[config.mk]
export PLATFORM = sky130hd
export DESIGN_NAME = clkmgr_rst_seq_flat
export DESIGN_NICKNAME = d
export VERILOG_FILES = /design/src/rtl/clkmgr_pkg.sv /design/src/rtl/clkmgr_rst_seq_if.sv /design/src/rtl/clkmgr_sync2.sv /design/src/rtl/clkmgr_rst_seq.sv /design/src/flat_wrapper.sv
export SDC_FILE = /design/constraint.sdc
export NUM_CORES = 1
export LEC_CHECK = 0
export CORE_MARGIN = 4
export CORE_UTILIZATION = 35
export DETAILED_ROUTE_END_ITERATION = 10
export PLACE_DENSITY = 0.6
export SYNTH_ARGS = -nofsm -noshare
export SYNTH_HDL_FRONTEND = slang
export SYNTH_SLANG_ARGS = --single-unit
export TNS_END_PERCENT = 1
[constraint.sdc]
create_clock -name CLK -period 4.8 [get_ports CLK]
set_input_delay 0.72 -clock CLK [delete_from_list [all_inputs] [get_ports CLK]]
set_output_delay 0.72 -clock CLK [all_outputs]
set_load 0.1 [all_outputs]
[src/rtl/clkmgr_pkg.sv]
// Shared clock-manager definitions: sequencer state encodings and default timing.
package clkmgr_pkg;

  localparam int unsigned STATE_W = 3;

  typedef enum logic [STATE_W-1:0] {
    S_MRST    = 3'd0,
    S_WAIT    = 3'd1,
    S_STABLE  = 3'd2,
    S_RELEASE = 3'd3,
    S_RUN     = 3'd4,
    S_FAIL    = 3'd5
  } state_e;

  localparam int unsigned DEF_NUM_CHAN        = 4;
  localparam int unsigned DEF_STAGE_DELAY     = 16;
  localparam int unsigned DEF_LOCK_STABLE     = 64;
  localparam int unsigned DEF_LOCK_TIMEOUT    = 65536;
  localparam int unsigned DEF_MMCM_RST_CYCLES = 8;
  localparam int unsigned DEF_MAX_RETRY       = 0;
  localparam int unsigned DEF_CNT_WIDTH       = 8;

  // Counter width able to hold 0..n-1, never narrower than one bit.
  function automatic int unsigned cnt_w(input int unsigned n);
    return (n > 1) ? $clog2(n) : 1;
  endfunction

endpackage

[src/rtl/clkmgr_rst_seq_if.sv]
// Lock input, soft restart and status outputs of the reset sequencer.
interface clkmgr_rst_seq_if
  import clkmgr_pkg::*;
#(
  parameter int unsigned NUM_CHAN  = DEF_NUM_CHAN,
  parameter int unsigned CNT_WIDTH = DEF_CNT_WIDTH
);
  logic                 LOCKED_IN;
  logic                 SOFT_RST;
  logic                 MMCM_RST;
  logic [NUM_CHAN-1:0]  RST_N_OUT;
  logic                 READY;
  logic                 FAIL;
  logic [CNT_WIDTH-1:0] LOCK_LOSS_CNT;
  logic [CNT_WIDTH-1:0] RETRY_CNT;
  logic [STATE_W-1:0]   STATE;

  // Sequencer side.
  modport master (
    input  LOCKED_IN, SOFT_RST,
    output MMCM_RST, RST_N_OUT, READY, FAIL, LOCK_LOSS_CNT, RETRY_CNT, STATE
  );

  // Environment side.
  modport slave (
    output LOCKED_IN, SOFT_RST,
    input  MMCM_RST, RST_N_OUT, READY, FAIL, LOCK_LOSS_CNT, RETRY_CNT, STATE
  );
endinterface

[src/rtl/clkmgr_sync2.sv]
// Two-flop synchroniser, async active-low reset to 0.
module clkmgr_sync2 (
  input  logic clk,
  input  logic rst_n,
  input  logic d,
  output logic q
);
  logic meta;

  // Metastability filter: meta then q.
  always_ff @(posedge clk or negedge rst_n) begin
    if (!rst_n) begin
      meta <= 1'b0;
      q    <= 1'b0;
    end else begin
      meta <= d;
      q    <= meta;
    end
  end
endmodule

[src/rtl/clkmgr_rst_seq.sv]
// MMCM lock supervisor with staggered per-domain reset release and retry handling.
module clkmgr_rst_seq
  import clkmgr_pkg::*;
#(
  parameter int unsigned NUM_CHAN        = DEF_NUM_CHAN,
  parameter int unsigned STAGE_DELAY     = DEF_STAGE_DELAY,
  parameter int unsigned LOCK_STABLE     = DEF_LOCK_STABLE,
  parameter int unsigned LOCK_TIMEOUT    = DEF_LOCK_TIMEOUT,
  parameter int unsigned MMCM_RST_CYCLES = DEF_MMCM_RST_CYCLES,
  parameter int unsigned MAX_RETRY       = DEF_MAX_RETRY,
  parameter int unsigned CNT_WIDTH       = DEF_CNT_WIDTH
) (
  input  logic             CLK,
  input  logic             RESET_N,
  clkmgr_rst_seq_if.master bus
);
  localparam int unsigned MW = cnt_w(MMCM_RST_CYCLES);
  localparam int unsigned TW = cnt_w(LOCK_TIMEOUT);
  localparam int unsigned SW = cnt_w(LOCK_STABLE);
  localparam int unsigned DW = cnt_w(STAGE_DELAY);
  localparam int unsigned IW = cnt_w(NUM_CHAN);

  state_e               state_q, state_d;
  logic [MW-1:0]        mcnt_q, mcnt_d;
  logic [TW-1:0]        tcnt_q, tcnt_d;
  logic [SW-1:0]        scnt_q, scnt_d;
  logic [DW-1:0]        dcnt_q, dcnt_d;
  logic [IW-1:0]        idx_q, idx_d;
  logic                 mmcm_q, mmcm_d;
  logic [NUM_CHAN-1:0]  rst_q, rst_d;
  logic                 ready_q, ready_d;
  logic                 fail_q, fail_d;
  logic [CNT_WIDTH-1:0] loss_q, loss_d;
  logic [CNT_WIDTH-1:0] retry_q, retry_d;

  logic                 lk_s;
  logic                 timeout;
  logic                 go_mrst, start_rel, do_timeout, lock_loss;
  logic [CNT_WIDTH-1:0] retry_inc;

  function automatic logic [CNT_WIDTH-1:0] sat_inc(input logic [CNT_WIDTH-1:0] v);
    return (&v) ? v : v + CNT_WIDTH'(1);
  endfunction

  clkmgr_sync2 u_lock_sync (
    .clk   (CLK),
    .rst_n (RESET_N),
    .d     (bus.LOCKED_IN),
    .q     (lk_s)
  );

  assign timeout   = (tcnt_q == TW'(LOCK_TIMEOUT - 1));
  assign retry_inc = sat_inc(retry_q);

  // Next-state and next-output decode.
  always_comb begin
    state_d    = state_q;
    mcnt_d     = mcnt_q;
    tcnt_d     = tcnt_q;
    scnt_d     = scnt_q;
    dcnt_d     = dcnt_q;
    idx_d      = idx_q;
    mmcm_d     = mmcm_q;
    rst_d      = rst_q;
    ready_d    = ready_q;
    fail_d     = fail_q;
    loss_d     = loss_q;
    retry_d    = retry_q;
    go_mrst    = 1'b0;
    start_rel  = 1'b0;
    do_timeout = 1'b0;
    lock_loss  = 1'b0;

    if (bus.SOFT_RST) begin
      go_mrst = 1'b1;
      fail_d  = 1'b0;
      retry_d = '0;
    end else begin
      case (state_q)
        S_MRST: begin
          if (mcnt_q == MW'(MMCM_RST_CYCLES - 1)) begin
            mmcm_d  = 1'b0;
            state_d = S_WAIT;
          end else begin
            mcnt_d = mcnt_q + MW'(1);
          end
        end
        S_WAIT: begin
          // Hold at terminal value so a lock won on the timeout cycle cannot wrap.
          tcnt_d = timeout ? tcnt_q : tcnt_q + TW'(1);
          if (lk_s) begin
            scnt_d = '0;
            if (LOCK_STABLE == 1) start_rel = 1'b1;
            else                  state_d   = S_STABLE;
          end else if (timeout) begin
            do_timeout = 1'b1;
          end
        end
        S_STABLE: begin
          tcnt_d = timeout ? tcnt_q : tcnt_q + TW'(1);
          if (lk_s && (scnt_q == SW'(LOCK_STABLE - 2))) start_rel  = 1'b1;
          else if (timeout)                             do_timeout = 1'b1;
          else if (!lk_s)                               state_d    = S_WAIT;
          else                                          scnt_d     = scnt_q + SW'(1);
        end
        S_RELEASE: begin
          if (!lk_s) begin
            lock_loss = 1'b1;
          end else if (dcnt_q == DW'(STAGE_DELAY - 1)) begin
            dcnt_d       = '0;
            rst_d[idx_q] = 1'b1;
            idx_d        = idx_q + IW'(1);
            if (idx_q == IW'(NUM_CHAN - 1)) begin
              ready_d = 1'b1;
              state_d = S_RUN;
            end
          end else begin
            dcnt_d = dcnt_q + DW'(1);
          end
        end
        S_RUN:   if (!lk_s) lock_loss = 1'b1;
        S_FAIL:  ;
        default: go_mrst = 1'b1;
      endcase
    end

    if (start_rel) begin
      rst_d[0] = 1'b1;
      dcnt_d   = '0;
      idx_d    = IW'(1);
      if (NUM_CHAN == 1) begin
        ready_d = 1'b1;
        state_d = S_RUN;
      end else begin
        state_d = S_RELEASE;
      end
    end

    if (do_timeout) begin
      retry_d = retry_inc;
      if ((MAX_RETRY != 0) && (32'(retry_inc) >= MAX_RETRY)) begin
        state_d = S_FAIL;
        mmcm_d  = 1'b0;
        rst_d   = '0;
        ready_d = 1'b0;
        fail_d  = 1'b1;
      end else begin
        go_mrst = 1'b1;
      end
    end

    if (lock_loss) begin
      loss_d  = sat_inc(loss_q);
      go_mrst = 1'b1;
    end

    if (go_mrst) begin
      state_d = S_MRST;
      mmcm_d  = 1'b1;
      mcnt_d  = '0;
      tcnt_d  = '0;
      rst_d   = '0;
      ready_d = 1'b0;
    end
  end

  // State, counters and registered outputs.
  always_ff @(posedge CLK or negedge RESET_N) begin
    if (!RESET_N) begin
      state_q <= S_MRST;
      mcnt_q  <= '0;
      tcnt_q  <= '0;
      scnt_q  <= '0;
      dcnt_q  <= '0;
      idx_q   <= '0;
      mmcm_q  <= 1'b1;
      rst_q   <= '0;
      ready_q <= 1'b0;
      fail_q  <= 1'b0;
      loss_q  <= '0;
      retry_q <= '0;
    end else begin
      state_q <= state_d;
      mcnt_q  <= mcnt_d;
      tcnt_q  <= tcnt_d;
      scnt_q  <= scnt_d;
      dcnt_q  <= dcnt_d;
      idx_q   <= idx_d;
      mmcm_q  <= mmcm_d;
      rst_q   <= rst_d;
      ready_q <= ready_d;
      fail_q  <= fail_d;
      loss_q  <= loss_d;
      retry_q <= retry_d;
    end
  end

  assign bus.MMCM_RST      = mmcm_q;
  assign bus.RST_N_OUT     = rst_q;
  assign bus.READY         = ready_q;
  assign bus.FAIL          = fail_q;
  assign bus.LOCK_LOSS_CNT = loss_q;
  assign bus.RETRY_CNT     = retry_q;
  assign bus.STATE         = state_q;

endmodule

[src/flat_wrapper.sv]
// flat-port wrapper written by rule: the top's interface ports become plain ports
module clkmgr_rst_seq_flat import clkmgr_pkg::*;
#(
  parameter int unsigned NUM_CHAN        = DEF_NUM_CHAN,
  parameter int unsigned STAGE_DELAY     = DEF_STAGE_DELAY,
  parameter int unsigned LOCK_STABLE     = DEF_LOCK_STABLE,
  parameter int unsigned LOCK_TIMEOUT    = DEF_LOCK_TIMEOUT,
  parameter int unsigned MMCM_RST_CYCLES = DEF_MMCM_RST_CYCLES,
  parameter int unsigned MAX_RETRY       = DEF_MAX_RETRY,
  parameter int unsigned CNT_WIDTH       = DEF_CNT_WIDTH
)
  (CLK, RESET_N, bus_LOCKED_IN, bus_SOFT_RST, bus_MMCM_RST, bus_RST_N_OUT, bus_READY, bus_FAIL, bus_LOCK_LOSS_CNT, bus_RETRY_CNT, bus_STATE);
  clkmgr_rst_seq_if #(.NUM_CHAN(NUM_CHAN), .CNT_WIDTH(CNT_WIDTH)) bus_i ();
  input  logic CLK;
  input  logic RESET_N;
  input wire logic [$bits(bus_i.LOCKED_IN)-1:0] bus_LOCKED_IN;
  input wire logic [$bits(bus_i.SOFT_RST)-1:0] bus_SOFT_RST;
  output wire logic [$bits(bus_i.MMCM_RST)-1:0] bus_MMCM_RST;
  output wire logic [$bits(bus_i.RST_N_OUT)-1:0] bus_RST_N_OUT;
  output wire logic [$bits(bus_i.READY)-1:0] bus_READY;
  output wire logic [$bits(bus_i.FAIL)-1:0] bus_FAIL;
  output wire logic [$bits(bus_i.LOCK_LOSS_CNT)-1:0] bus_LOCK_LOSS_CNT;
  output wire logic [$bits(bus_i.RETRY_CNT)-1:0] bus_RETRY_CNT;
  output wire logic [$bits(bus_i.STATE)-1:0] bus_STATE;
  assign bus_i.LOCKED_IN = bus_LOCKED_IN;
  assign bus_i.SOFT_RST = bus_SOFT_RST;
  assign bus_MMCM_RST = bus_i.MMCM_RST;
  assign bus_RST_N_OUT = bus_i.RST_N_OUT;
  assign bus_READY = bus_i.READY;
  assign bus_FAIL = bus_i.FAIL;
  assign bus_LOCK_LOSS_CNT = bus_i.LOCK_LOSS_CNT;
  assign bus_RETRY_CNT = bus_i.RETRY_CNT;
  assign bus_STATE = bus_i.STATE;
  clkmgr_rst_seq #(.NUM_CHAN(NUM_CHAN), .STAGE_DELAY(STAGE_DELAY), .LOCK_STABLE(LOCK_STABLE), .LOCK_TIMEOUT(LOCK_TIMEOUT), .MMCM_RST_CYCLES(MMCM_RST_CYCLES), .MAX_RETRY(MAX_RETRY), .CNT_WIDTH(CNT_WIDTH)) u_core (.CLK(CLK), .RESET_N(RESET_N), .bus(bus_i));
endmodule
# --- Word level (Yosys, flattened, before mapping) ---
# Index checks and enable logic that the tools add are counted.
totals:
  inputBits: 4
  out_inout_bits: 26
  wordCells: 161
  regBits: 58
classes:
  n_reduce_logical: 36
  n_lt_le_gt_ge: 2
  bitwise: 3
  add_sub_neg: 7
  mux: 71
  eq_ne: 28
ops:
  columns: ["op", "n"]
  rows:
  - ["$mux 16", 4]
  - ["$mux 3", 15]
  - ["$mux 4", 10]
  - ["$mux 1", 26]
  - ["$mux 6", 4]
  - ["$mux 8", 3]
  - ["$reduce_bool 2->1", 12]
  - ["$add 16x1->16 const B", 1]
  - ["$add 8x1->8 const B", 2]
  - ["$eq 16x16->1 const B", 1]
  - ["$ne 4x2->1 const B", 4]
  - ["$reduce_and 8->1", 2]
  - ["$ne 2x2->1 const B", 6]
  - ["$ne 4x1->1 const B", 3]
  - ["$pmux 3 s4", 1]
  - ["$pmux 6 s2", 1]
  - ["$reduce_and 3->1", 4]
  - ["$reduce_and 4->1", 3]
  - ["$mux 2", 5]
  - ["$reduce_and 10->1", 1]
  - ["$eq 3x3->1 const B", 3]
  - ["$reduce_bool 3->1", 3]
  - ["$add 6x1->6 const B", 1]
  - ["$eq 3x2->1 const B", 2]
  - ["24 further kinds", 30]

# --- Longest topological paths before layout ---
depth:
  depth_word: 11
  ltp_mapped: 9
  mapped_depth_nobuf: 7

# --- By module ---
# A second synthesis with hierarchy kept.
hier_totals:
  cells_unflattened: 330
  area_unflattened_um2: 3194.3
modules_own_cells:
  columns: ["module", "instances", "cells_each", "seq_area_each_um2", "area_each_um2"]
  rows:
  - ["clkmgr_rst_seq", 1, 328, 1402.6, 3144.3]
  - ["clkmgr_sync2", 1, 2, 50.0, 50.0]

# --- Worst setup path before layout ---
# No wires, ideal clock.
synth_timing:
  kind: "register -> register"
  start: "register u_core.state_q[0] (netlist: u_core.bus.STATE[0])"
  end: "register u_core.retry_q[6] (netlist: u_core.bus.RETRY_CNT[6])"
  n_path_buf: 1
  path_stages_with_launch: 7
  synth_period_minus_slack_ps: 2674
  t_required_ps: 4722
  setup_ps: 78
  arrival_ps: 2596
  setup_slack_ps: 2126
  cell_sequence: "dfrtp_1 or3b_1 a22o_1 or2_1 buf_2 or4_1 a21oi_1"
synth_between:
  elab_chain_cells: 5
  word_cells_on_any_way: 8
  cone_classes: "3 x eq/ne; 3 x mux; 2 x reduce/logical"
synth_lines:
  columns: ["item", "line_no", "text"]
  rows:
  - ["start: declaration", "clkmgr_rst_seq.sv:23", "state_e state_q, state_d;"]
  - ["start signal: assignment", "clkmgr_rst_seq.sv:183", "state_q <= state_d;"]
  - ["$eq 3x2->1 or $eq 3x1->1 (tied branches)", "clkmgr_rst_seq.sv:79", "case (state_q)"]
  - ["$pmux 1 s2 *", "clkmgr_rst_seq.sv:79", null]
  - ["$mux 1 *", "clkmgr_rst_seq.sv:74", "if (bus.SOFT_RST) begin"]
  - ["$ne 2x2->1 (no source line) or $reduce_bool 2->1 (tied branches)", null, null]
  - ["$reduce_and 2->1 (no source line)", null, null]
  - ["end signal: assignment", "clkmgr_rst_seq.sv:194", "retry_q <= retry_d;"]
  - ["end: declaration", "clkmgr_rst_seq.sv:34", "logic [CNT_WIDTH-1:0] retry_q, retry_d;"]
# Mark *: on every way between the ends. The rest lies on a longest branch, timed or not.
# A chain may end at the register's enable or synchronous reset.

# --- Final worst setup path ---
layout_timing:
  start: "register u_core.tcnt_q[8]"
  end: "register u_core.tcnt_q[14]"
layout_between:
  elab_chain_cells: 9
  word_cells_on_any_way: 17
  cone_classes: "1 x add/sub; 3 x eq/ne; 11 x mux; 2 x reduce/logical"
layout_lines:
  columns: ["item", "line_no", "text"]
  rows:
  - ["start: declaration", "clkmgr_rst_seq.sv:25", "logic [TW-1:0] tcnt_q, tcnt_d;"]
  - ["start signal: assignment", "clkmgr_rst_seq.sv:185", "tcnt_q <= tcnt_d;"]
  - ["$eq 16x16->1", "clkmgr_rst_seq.sv:52", "assign timeout = (tcnt_q == TW'(LOCK_TIMEOUT - 1));"]
  - ["$mux 1", "clkmgr_rst_seq.sv:95, clkmgr_rst_seq.sv:102", null]
  - ["$mux 1 (on tied branches)", "clkmgr_rst_seq.sv:101, clkmgr_rst_seq.sv:91", null]
  - ["$pmux 1 s2", "clkmgr_rst_seq.sv:79", null]
  - ["$mux 1", "clkmgr_rst_seq.sv:74", null]
  - ["$mux 1", "clkmgr_rst_seq.sv:139", "if (do_timeout) begin"]
  - ["$mux 1", "clkmgr_rst_seq.sv:152", "if (lock_loss) begin"]
  - ["$ne 2x2->1 (no source line) (tied with other cells)", null, null]
  - ["$reduce_and 3->1 (no source line)", null, null]
# Several ways; a longest one is shown, not always the timed one. The select of a mux whose other input is x is not followed.

==> flow_summary.yaml <==
outcome:
  status: "complete, no violations"
synth:
  syn_avg_cell_area_um2: 9.64
  synth_edf_count: 0
  async_reset_ff_frac: 1.00
  synth_cells: 318
  synth_area_um2: 3060
  ys_seq_area_frac: 0.474
  yosysWarnings: 0
  yosys_register_bits: 58
  syn_nets: 334
  synth_flop_cell: "dfrtp_1"
  ys_types: 48
floorplanning:
  design.core.area_um2: 8380
  row_count: 33
  die_x_um: 102
  dieArea_um2: 10300
  initial_core_util: 0.366
  ios: 30
  die_y_um: 102
place:
  routabilityCongestion: 0.760
  dp_cells: 438
  preCtsSetupSlack_ns: 1.57
  placed_cell_area_um2: 3420
  numPortBuffers: 28
  hpwl_mm: 4.25
setup_path:
  r2r-end: "u_core.tcnt_q[14]"
  arrival_ns: 3.33
  worst-path-buf-inv: 0
  endpoint: "u_core.tcnt_q[14]"
  startpoint_type: "flip-flop"
  worstReg2RegStart: "u_core.tcnt_q[8]"
  ff2ff_setup_slack_ns: 1.64
  reg2regPathDepth: 5
  crit_fanout: 27
  end_kind: "flip-flop"
  worstPathCellList: "nand4_1, or4_1, or2_1, o211ai_2, nor2_1"
  slowest_stage: "o211ai_2"
  critPathTopFamily: "simple AND/OR/NAND/NOR gates"
  crit_required_ns: 4.97
  critical_path.max_stage_delay_ns: 0.90
  startpoint: "u_core.tcnt_q[8]"
  cp_num_cells: 5
  crit_type: "reg -> reg"
sta:
  min_period_ns: 3.16
  max_slew_margin: 0.242
  fin_crit_sh: 0.659
  fmax_ghz: 0.316
  worst_slew_pin_slew_ns: 1.13
  setup-tns-final_ns: 0
  fin_ws_ns: 1.64
  hold_viol_final: 0
  maxSlewViolCount: 0
  rsz0062_at_grt: "false"
  clock_skew_ns: 0.0111
  finalSetupViolations: 0
power:
  p_leak_nw: 1.55
  p_per_area_nw_per_um2: 307
  worst_ir_drop_vdd_mv: 0.143
detailed_routing:
  final_antenna_net_count: 0
  avgRoutedWirePerCell_um: 13.8
  route.detailed.drc: 0
  wl_mm: 6.28
  via_count: 2379
  vias_per_cell: 5.24
  dr.first_iter.drc_count: 127
  dr.pass1.iters: 4
layout:
  multi_input_area_um2: 1530
  drive_gt1_frac: 0.0774
  area_growth_pct: 18.2
  regArea_um2: 1450
  fin_area_um2: 3620
  antenna_cells: 0
  final_net_count: 360
  stdcell_count: 454
  nFillCells: 814
clock_tree:
  cts_resized: 0
  clk_root_buffer_cell: "clkbuf_8"
  worstSkewPairLatency_ns: 0.33
  numCtsBuffers: 9
  cts_hold_buf: 0
  clock_sinks: 58
  clk_pin_slew_ns: 0.07
  htreeDepth: 3
  tritoncts: "yes"
  ctsLongestPathBuffers: 2
  post_cts_buffers: 0
global_route:
  grt_remaining_overflow: 0
  antenna_found_initial: 0
  grt_pass1_wl_mm: 11.0
  track_usage: 0.134
  grt_max_degree: 59
  grt_pass1_vias: 2277
job:
  max_cap_viol_count: 0
min_path:
  hold_path_class: "reg -> reg"
-- report_power, final --
group / total, mW / internal, mW / switching [mW]
sequential: 0.533 / 0.508 / 0.0246
combinational: 0.124 / 0.0426 / 0.0818
clock: 0.454 / 0.265 / 0.189
-- worst reg2reg max path, delay by kind of cell, from the launching register on --
family | cells | cell delay (ns)
and+or+nand+nor | 4 | 1.65
AOI/OAI and AO/OA | 1 | 0.90
DFF | 1 | 0.44
-- cell type report --
| type | instances | area share |
|---|---|---|
| multi-input combinational | 241 | 0.423 |
| clock inverter | 5 | 0.0145 |
| tap | 105 | 0.0363 |
| inverter | 5 | 0.00518 |
| sequential | 58 | 0.401 |
| timing repair buffer | 29 | 0.0781 |
| clock buffer | 11 | 0.0418 |
-- worst min path at each step --
stage                                        from                   end  slack [ns]  cells after the start
after CTS                 u_core.u_lock_sync.meta  u_core.u_lock_sync.q        0.36                      0
after global placement    u_core.u_lock_sync.meta  u_core.u_lock_sync.q        0.34                      0
after detailed placement  u_core.u_lock_sync.meta  u_core.u_lock_sync.q        0.34                      0
after global routing      u_core.u_lock_sync.meta  u_core.u_lock_sync.q        0.38                      0
after floorplan           u_core.u_lock_sync.meta  u_core.u_lock_sync.q        0.33                      0
final                     u_core.u_lock_sync.meta  u_core.u_lock_sync.q        0.36                      0
-- synth_stat cells, types with 2 or more instances --
master,number,area [µm²]
o21ai_0,10,50.1
or3b_2,3,26.3
and3_1,12,75.1
inv_1,5,18.8
buf_2,4,20.0
nand2b_1,2,12.5
a21oi_1,13,65.1
o41ai_1,2,17.5
a21o_1,2,15.0
a211oi_1,3,22.5
nor3_1,7,35.0
nor2_1,46,173
or4_1,3,22.5
and4_1,2,17.5
ha_1,12,150
a22o_1,4,35.0
clkbuf_1,7,26.3
nand4_1,14,87.6
dfrtp_1,57,1430
o21bai_1,3,22.5
buf_1,2,7.51
mux2i_1,3,30.0
nand2_1,14,52.6
nor4_1,10,62.6
xnor2_1,13,114
xor2_1,16,140
or3_1,5,31.3
nand3b_1,2,15.0
nand3_1,23,115
-- registers in the layout, summed over array words and instances (netlist names) --
signal / count
u_core.scnt_q: 6
u_core.u_lock_sync.q: 1
u_core.tcnt_q: 16
u_core.bus.RETRY_CNT: 8
u_core.u_lock_sync.meta: 1
u_core.dcnt_q: 4
u_core.bus.READY: 1
u_core.bus.LOCK_LOSS_CNT: 8
u_core.mcnt_q: 3
u_core.bus.MMCM_RST: 1
u_core.bus.STATE: 3
u_core.idx_q: 2
u_core.bus.RST_N_OUT: 4
-- metal layers --
| layer | up-vias | share of wire | track usage |
|---|---|---|---|
| li1 | 1200 | - | - |
| met1 | 1130 | 0.49 | 0.183 |
| met2 | 40 | 0.45 | 0.201 |
| met3 | 9 | 0.040 | 0.0317 |
| met4 | 0 | 0.017 | 0.0634 |
| met5 | - | 0 | 0 |
-- stage by stage --
step | utilization | hold WS [ns] | power, mW
2_1_floorplan | - | 0.331 | 0.633
3_3_place_gp | 0.408 | 0.336 | 0.666
3_5_place_dp | 0.408 | 0.342 | 0.668
4_1_cts | 0.432 | 0.357 | 1.13
5_1_grt | 0.432 | 0.379 | 1.17
6_report | 0.432 | 0.359 | 1.11
-- cells in the final DEF (no fill, tap or decap), drive strengths merged, types with 10 or more instances in the layout --
| cell | synthesis | routed |
|---|---|---|
| dfrtp | 57 | 57 |
| nor2 | 46 | 46 |
| clkdlybuf4s50 | 0 | 27 |
| nand3 | 23 | 23 |
| xor2 | 16 | 16 |
| nand4 | 15 | 15 |
| nand2 | 14 | 14 |
| a21oi | 13 | 13 |
| xnor2 | 13 | 13 |
| and3 | 12 | 12 |
| ha | 12 | 12 |
| clkbuf | 7 | 11 |
| nor4 | 10 | 10 |
| o21ai | 10 | 10 |
-- kinds of logic (layout without fill, tap and decap cells) --
group	count (synthesis)	in the layout	share of synthesized area
adder cells (fa/ha/maj)	12	12	0.0490
AO/OA/AOI/OAI	45	45	0.0980
flip-flops	58	58	0.474
AND/OR/NAND/NOR	150	150	0.255
XOR/XNOR	29	29	0.0829
buffers and inverters	19	50	0.0261
multiplexers	4	4	0.0135
other	1	1	0.00122
Note: power is estimated with default switching activity, not from simulation.
